<file path="config.mk">
export PLATFORM = sky130hd
export DESIGN_NAME = subtractor_pipelined_flat
export DESIGN_NICKNAME = d
export VERILOG_FILES = /design/src/rtl/arith_pkg.sv /design/src/rtl/subtractor_pipelined_if.sv /design/src/rtl/sub_slice.sv /design/src/rtl/subtractor_pipelined.sv /design/src/flat_wrapper.sv
export SDC_FILE = /design/constraint.sdc
export NUM_CORES = 1
export LEC_CHECK = 0
export BUFFER_PORTS_ARGS = -buffer_cell sky130_fd_sc_hd__buf_4
export CAP_MARGIN = 20
export CORE_MARGIN = 8
export CORE_UTILIZATION = 58
export DETAILED_ROUTE_END_ITERATION = 10
export GPL_ROUTABILITY_DRIVEN = 0
export GPL_TIMING_DRIVEN = 0
export PLACE_DENSITY = 0.82
export SLEW_MARGIN = 10
export SYNTH_ARGS = -nofsm -noshare
export SYNTH_HDL_FRONTEND = slang
export SYNTH_HIERARCHICAL = 1
export SYNTH_SLANG_ARGS = --single-unit
</file>
<file path="constraint.sdc">
create_clock -name clk -period 3.9 [get_ports clk]
set_input_delay 0.39 -clock clk [delete_from_list [all_inputs] [get_ports clk]]
set_output_delay 0.39 -clock clk [all_outputs]
set_load 0.02 [all_outputs]
</file>
<file path="src/rtl/arith_pkg.sv">
// Shared arithmetic-datapath package.
// Holds the default operand geometry used by the pipelined adder/subtractor
// family and the default-geometry stage record layouts.
//   WIDTH_DEF : default operand width
//   SPLIT_DEF : default lower-slice width
//   s1_t      : stage-1 record {lo, b1, a_hi, b_hi}
//   s2_t      : stage-2 record {diff, ovf}
package arith_pkg;

    localparam int WIDTH_DEF = 64;
    localparam int SPLIT_DEF = 32;
    localparam int HI_DEF    = WIDTH_DEF - SPLIT_DEF;

    typedef struct packed {
        logic [SPLIT_DEF-1:0] lo;
        logic                 b1;
        logic [HI_DEF-1:0]    a_hi;
        logic [HI_DEF-1:0]    b_hi;
    } s1_t;

    typedef struct packed {
        logic [WIDTH_DEF:0] diff;
        logic               ovf;
    } s2_t;

endpackage

</file>
<file path="src/rtl/subtractor_pipelined_if.sv">
// Handshake/bus bundle for subtractor_pipelined.
//   in_valid/in_ready/A/B        : operand channel (master -> slave)
//   out_valid/out_ready/FinalDiff/ovf : result channel (slave -> master)
// master = traffic source/sink, slave = the subtractor.
interface subtractor_pipelined_if
    import arith_pkg::*;
#(
    parameter int WIDTH = WIDTH_DEF
);
    logic             in_valid;
    logic             in_ready;
    logic [WIDTH-1:0] A;
    logic [WIDTH-1:0] B;
    logic             out_valid;
    logic             out_ready;
    logic [WIDTH:0]   FinalDiff;
    logic             ovf;

    modport master (
        output in_valid, A, B, out_ready,
        input  in_ready, out_valid, FinalDiff, ovf
    );

    modport slave (
        input  in_valid, A, B, out_ready,
        output in_ready, out_valid, FinalDiff, ovf
    );
endinterface

</file>
<file path="src/rtl/sub_slice.sv">
// Parametric-width subtract slice: {bout, d} = a - b - bin.
//   a, b : W-bit operands
//   bin  : borrow in
//   d    : W-bit difference
//   bout : borrow out (1 when a < b + bin, unsigned)
module sub_slice
    import arith_pkg::*;
#(
    parameter int W = SPLIT_DEF
) (
    input  logic [W-1:0] a,
    input  logic [W-1:0] b,
    input  logic         bin,
    output logic [W-1:0] d,
    output logic         bout
);
    // One extra bit: a negative true result shows up as a set MSB (the borrow).
    logic [W:0] full_s;

    assign full_s    = {1'b0, a} - {1'b0, b} - {{W{1'b0}}, bin};
    assign {bout, d} = full_s;
endmodule

</file>
<file path="src/rtl/subtractor_pipelined.sv">
// Two-stage pipelined subtractor with valid/ready flow control.
// Stage 1 subtracts the lower SPLIT bits and registers the borrow with the
// upper operands; stage 2 finishes the upper slice and registers the result.
//   clk   : rising-edge clock
//   reset : synchronous, active-low
//   bus   : slave side of subtractor_pipelined_if (operands in, result out)
module subtractor_pipelined
    import arith_pkg::*;
#(
    parameter int WIDTH = WIDTH_DEF,
    parameter int SPLIT = SPLIT_DEF
) (
    input  logic                   clk,
    input  logic                   reset,
    subtractor_pipelined_if.slave  bus
);
    localparam int HI_W = WIDTH - SPLIT;

    typedef struct packed {
        logic [SPLIT-1:0] lo;
        logic             b1;
        logic [HI_W-1:0]  a_hi;
        logic [HI_W-1:0]  b_hi;
    } stage1_t;

    typedef struct packed {
        logic [WIDTH:0] diff;
        logic           ovf;
    } stage2_t;

    stage1_t          s1_q, s1_d, s1_new_s;
    stage2_t          s2_q, s2_d, s2_new_s;
    logic             v1_q, v1_d, v2_q, v2_d;
    logic             adv1_s, adv2_s;
    logic [SPLIT-1:0] lo_s;
    logic             b1_s;
    logic [HI_W-1:0]  hi_s;
    logic             bout_s;

    sub_slice #(.W(SPLIT)) u_lo (
        .a    (bus.A[SPLIT-1:0]),
        .b    (bus.B[SPLIT-1:0]),
        .bin  (1'b0),
        .d    (lo_s),
        .bout (b1_s)
    );

    // Upper slice consumes the borrow that travelled with its own operands.
    sub_slice #(.W(HI_W)) u_hi (
        .a    (s1_q.a_hi),
        .b    (s1_q.b_hi),
        .bin  (s1_q.b1),
        .d    (hi_s),
        .bout (bout_s)
    );

    // A stage may move when it is empty or the stage after it is moving.
    assign adv2_s       = ~v2_q | bus.out_ready;
    assign adv1_s       = ~v1_q | adv2_s;
    assign bus.in_ready = reset & adv1_s;

    assign bus.out_valid = v2_q;
    assign bus.FinalDiff = s2_q.diff;
    assign bus.ovf       = s2_q.ovf;

    // Assemble the records that each stage would capture this cycle.
    always_comb begin
        s1_new_s      = '0;
        s1_new_s.lo   = lo_s;
        s1_new_s.b1   = b1_s;
        s1_new_s.a_hi = bus.A[WIDTH-1:SPLIT];
        s1_new_s.b_hi = bus.B[WIDTH-1:SPLIT];

        s2_new_s      = '0;
        s2_new_s.diff = {bout_s, hi_s, s1_q.lo};
        // Overflow only possible when operand signs differ and the result sign
        // disagrees with the minuend.
        s2_new_s.ovf  = (s1_q.a_hi[HI_W-1] ^ s1_q.b_hi[HI_W-1]) &
                        (hi_s[HI_W-1] ^ s1_q.a_hi[HI_W-1]);
    end

    // Next-state for both stages: load when advancing with valid data, else hold.
    always_comb begin
        v1_d = v1_q;
        s1_d = s1_q;
        v2_d = v2_q;
        s2_d = s2_q;
        if (adv1_s) begin
            v1_d = bus.in_valid;
            if (bus.in_valid) begin
                s1_d = s1_new_s;
            end else begin
                s1_d = s1_q;
            end
        end else begin
            v1_d = v1_q;
        end
        if (adv2_s) begin
            v2_d = v1_q;
            if (v1_q) begin
                s2_d = s2_new_s;
            end else begin
                s2_d = s2_q;
            end
        end else begin
            v2_d = v2_q;
        end
    end

    // Pipeline registers with synchronous active-low clear.
    always_ff @(posedge clk) begin
        if (!reset) begin
            v1_q <= 1'b0;
            v2_q <= 1'b0;
            s1_q <= '0;
            s2_q <= '0;
        end else begin
            v1_q <= v1_d;
            v2_q <= v2_d;
            s1_q <= s1_d;
            s2_q <= s2_d;
        end
    end
endmodule

</file>
<file path="src/flat_wrapper.sv">
// flat-port wrapper written by rule: the top's interface ports become plain ports
module subtractor_pipelined_flat import arith_pkg::*;
#(
    parameter int WIDTH = WIDTH_DEF,
    parameter int SPLIT = SPLIT_DEF
)
  (clk, reset, bus_in_valid, bus_A, bus_B, bus_out_ready, bus_in_ready, bus_out_valid, bus_FinalDiff, bus_ovf);
  subtractor_pipelined_if #(.WIDTH(WIDTH)) bus_i ();
  input  logic clk;
  input  logic reset;
  input wire logic [$bits(bus_i.in_valid)-1:0] bus_in_valid;
  input wire logic [$bits(bus_i.A)-1:0] bus_A;
  input wire logic [$bits(bus_i.B)-1:0] bus_B;
  input wire logic [$bits(bus_i.out_ready)-1:0] bus_out_ready;
  output wire logic [$bits(bus_i.in_ready)-1:0] bus_in_ready;
  output wire logic [$bits(bus_i.out_valid)-1:0] bus_out_valid;
  output wire logic [$bits(bus_i.FinalDiff)-1:0] bus_FinalDiff;
  output wire logic [$bits(bus_i.ovf)-1:0] bus_ovf;
  assign bus_i.in_valid = bus_in_valid;
  assign bus_i.A = bus_A;
  assign bus_i.B = bus_B;
  assign bus_i.out_ready = bus_out_ready;
  assign bus_in_ready = bus_i.in_ready;
  assign bus_out_valid = bus_i.out_valid;
  assign bus_FinalDiff = bus_i.FinalDiff;
  assign bus_ovf = bus_i.ovf;
  subtractor_pipelined #(.WIDTH(WIDTH), .SPLIT(SPLIT)) u_core (.clk(clk), .reset(reset), .bus(bus_i));
endmodule
</file>
==> flow_metrics.tcl <==
set metrics [dict create \
    final-setup-viol-count 0 \
    slew_viol_final 0 \
    start_util_pct 59.1 \
    synth_top_family_by_area "compound AO/OA/AOI/OAI gates" \
    synthSimpleGateAreaFrac_pct 15.6 \
    dr.pass1.iters 5 \
    hold_path.class "input port to flip-flop" \
    die_h_um 157 \
    area_delta_synth_final_pct 20.6 \
    routedWlPerCell_um 15.5 \
    clock_sinks 165 \
    maxCapViolCount 0 \
    fin_worst_skew_ns 0.00693 \
    totalPowerFinal_uw 5670 \
    timing.rr.start "u_core/s1_q[42]" \
    synth_compound_area_share_pct 17.7 \
    synth_warnings 6 \
    slew_headroom_pct 59.8 \
    numPortBuffers 198 \
    syn_avg_cell_area_um2 7.78 \
    finalNonFillerCells 1972 \
    reg2reg_to "u_core/bus.ovf" \
    ant_nets 0 \
    synthMuxAreaShare_pct 8.44 \
    synthXorXnorAreaFrac_pct 4.80 \
    worstSetupStartpointType "flip-flop" \
    p_switching_uw 1980 \
    power_frac_comb_pct 37.3 \
    power_density_nw_per_um2 409 \
    pwr-share-seq_pct 34.3 \
    power.internal_uw 3700 \
    fmax_mhz 279 \
    overflow 0 \
    drive_gt1_share_pct 17.2 \
    hold_violations 0 \
    ir_worst_vdd_v 0.000306 \
    post_drt_via_cell_ratio 5.47 \
    min_delay_worst_endpoint "u_core/v1_q" \
    wirelength_mm 30.6 \
    core.rowCount 51 \
    syn_area_um2 11500 \
    dr_total_vias 10800 \
    die_area_um2 24600 \
    synth-edff-count 0 \
    clkTransAtPathRegs_ns 0.06 \
    syn_nets 1739 \
    post_cts_resized 0 \
    ys_seq_area_share_pct 28.7 \
    gr-usage-all-layers_pct 24.4 \
    holdWs_ns 0.198 \
    worstSkewPairLatency_ns 0.43 \
    tritoncts "yes" \
    first_global_vias 10400 \
    cp_max_fo 7 \
    rsz0062_at_grt "no" \
    totalNegativeSetupSlack_ns 0 \
    antenna_found_initial 0 \
    cts_inserted_buffers 17 \
    status "finished clean" \
    htreeDepth 4 \
    r2r_setup_slack_ns 0.32 \
    fin_crit_ns 3.58 \
    switching_share_pct 34.8 \
    synthAdderAreaFrac_pct 14.2 \
    ys_ff_latch 165 \
    drt_iter0_drc 743 \
    fp.dieW_um 157 \
    p_leak_uw 0.00664 \
    drcViolationCount 0 \
    min_period_over_period_pct 91.8 \
    whs_path_depth 3 \
    synthFlopType "dfxtp_1" \
    diodes 0 \
    hp-start "bus_in_valid" \
    critPathCaptureType "flip-flop" \
    dpl.cell_count 1942 \
    arrival_ns 3.91 \
    clock_path_buffers 2 \
    grt_pass1_wl_mm 49.1 \
    io_pins 200 \
    nets 1956 \
    post_cts.repair.setup_buffers 0 \
    placeableCoreArea_um2 19500 \
    dp_hpwl_mm 24.1 \
    syn_inst 1479 \
    clockRootBuffer "clkbuf_16" \
    cp.required_ns 4.23 \
    hold_buffers 0 \
    pwr-share-clk_pct 28.5 \
    post-route-util_pct 71.3 \
    crit_type "flip-flop to flip-flop" \
    rr_worst_depth 14 \
    synth_cell_types 75 \
    grt_max_degree 17 \
    synthArstFlopShare_pct 0 \
    worst_slew_pin_slew_ns 0.596 \
]
==> worst max-delay path, stage by stage, from the launching register on <==
cell and delay [ns]:
dfxtp_1 0.33, inv_1 0.05, ha_1 0.27, inv_1 0.04
ha_1 0.27, clkbuf_1 0.18, a21oi_1 0.30, o211ai_1 0.14
a21boi_0 0.18, a21boi_1 0.38, o21ai_0 0.28, a311oi_1 0.53
and3b_1 0.23, a21oi_1 0.04, a311oi_1 0.27
==> cells in the final DEF (no fill, tap or decap), types with 4 or more instances in the layout <==
master,count
a21oi_1,133
dfxtp_1,165
o21a_1,8
buf_6,8
nor2_1,34
buf_2,18
o31ai_1,6
o21bai_1,6
inv_1,199
a21o_1,19
clkbuf_1,48
nor4_1,4
xor2_1,26
o21ai_1,11
buf_4,209
buf_1,4
clkbuf_16,17
o211ai_1,5
fa_1,4
nand4_1,10
nand2_1,248
a31oi_1,9
xnor2_1,37
o21ai_0,85
nand2b_1,4
ha_1,124
mux2i_1,97
nand3_1,81
and3_1,8
==> synthesized netlist by cell type, types with 6 or more instances <==
cell      count  area [µm²]
a21o_1       19         143
a21oi_1     133         666
a31oi_1       9        56.3
and3_1        8        50.1
buf_2        18        90.1
buf_4        11        82.6
buf_6         8        90.1
clkbuf_1     45         169
dfxtp_1     165        3300
ha_1        124        1550
inv_1       199         747
mux2i_1      97         971
nand2_1     248         931
nand3_1      81         405
nand4_1      10        62.6
nor2_1       34         128
o21a_1        8        60.1
o21ai_0      85         425
o21ai_1      11        55.1
o21bai_1      6        45.0
o31ai_1       6        45.0
xnor2_1      37         324
xor2_1       26         228
==> area by class of cell <==
type	count	area [µm²]
Fill cell	1585	5590
Clock buffer	21	450
Timing Repair Buffer	198	1490
Tap cell	265	332
Multi-Input combinational cell	1025	6990
Buffer	88	457
Sequential cell	165	3300
Clock inverter	9	106
Inverter	201	754
==> routing by layer <==
layer  vias to the layer above  share of wire [%]  global-route usage [%]
li1                       5367                  -                       -
met1                      4946                 42                    29.7
met2                       419                 48                    42.1
met3                        59                7.7                    5.16
met4                         0                2.3                    8.19
met5                         -                  0                       0
==> how the worst max path moves through the flow <==
stage	from	endpoint	slack, ns	cells after the start
global route	u_core/s1_q[42]	u_core/bus.ovf	0.06	14
finish	u_core/s1_q[42]	u_core/bus.ovf	0.32	14
detailed placement	u_core/s1_q[42]	u_core/bus.ovf	0.40	14
global placement	u_core/s1_q[42]	u_core/bus.ovf	0.47	14
floorplan	u_core/s1_q[42]	u_core/bus.ovf	0.98	14
CTS	u_core/s1_q[42]	u_core/bus.ovf	0.36	14
==> stage by stage <==
stage          worst slack, ns  instance area [µm²]
3_3_place_gp             0.466                13300
4_1_cts                  0.356                13900
2_1_floorplan            0.976                11500
6_report                 0.319                13900
3_5_place_dp             0.402                13300
5_1_grt                 0.0607                13900
==> sequential cells by signal, summed over array words and instances (netlist names) <==
name,flops
u_core/bus.FinalDiff,65
u_core/bus.out_valid,1
u_core/bus.ovf,1
u_core/s1_q,97
u_core/v1_q,1
==> logic make-up after synthesis <==
| family | after synthesis |
|---|---|
| DFF | 165 |
| AOI/OAI and AO/OA | 326 |
| and+or+nand+nor | 410 |
| buffers and inverters | 289 |
| xor gates and xnor gates | 63 |
| other | 1 |
| muxes | 97 |
| adders and majority gates | 128 |
==> power groups by stage <==
stage                     Combinational [µW]  Sequential, µW  Clock, µW
after floorplan                         1460            2010          0
after global placement                  2030            1970          0
after detailed placement                2070            1980          0
after CTS                               2090            1940       1630
after global routing                    2320            1960       1700
final                                   2110            1940       1610
Power figures use the tool's default switching activity.
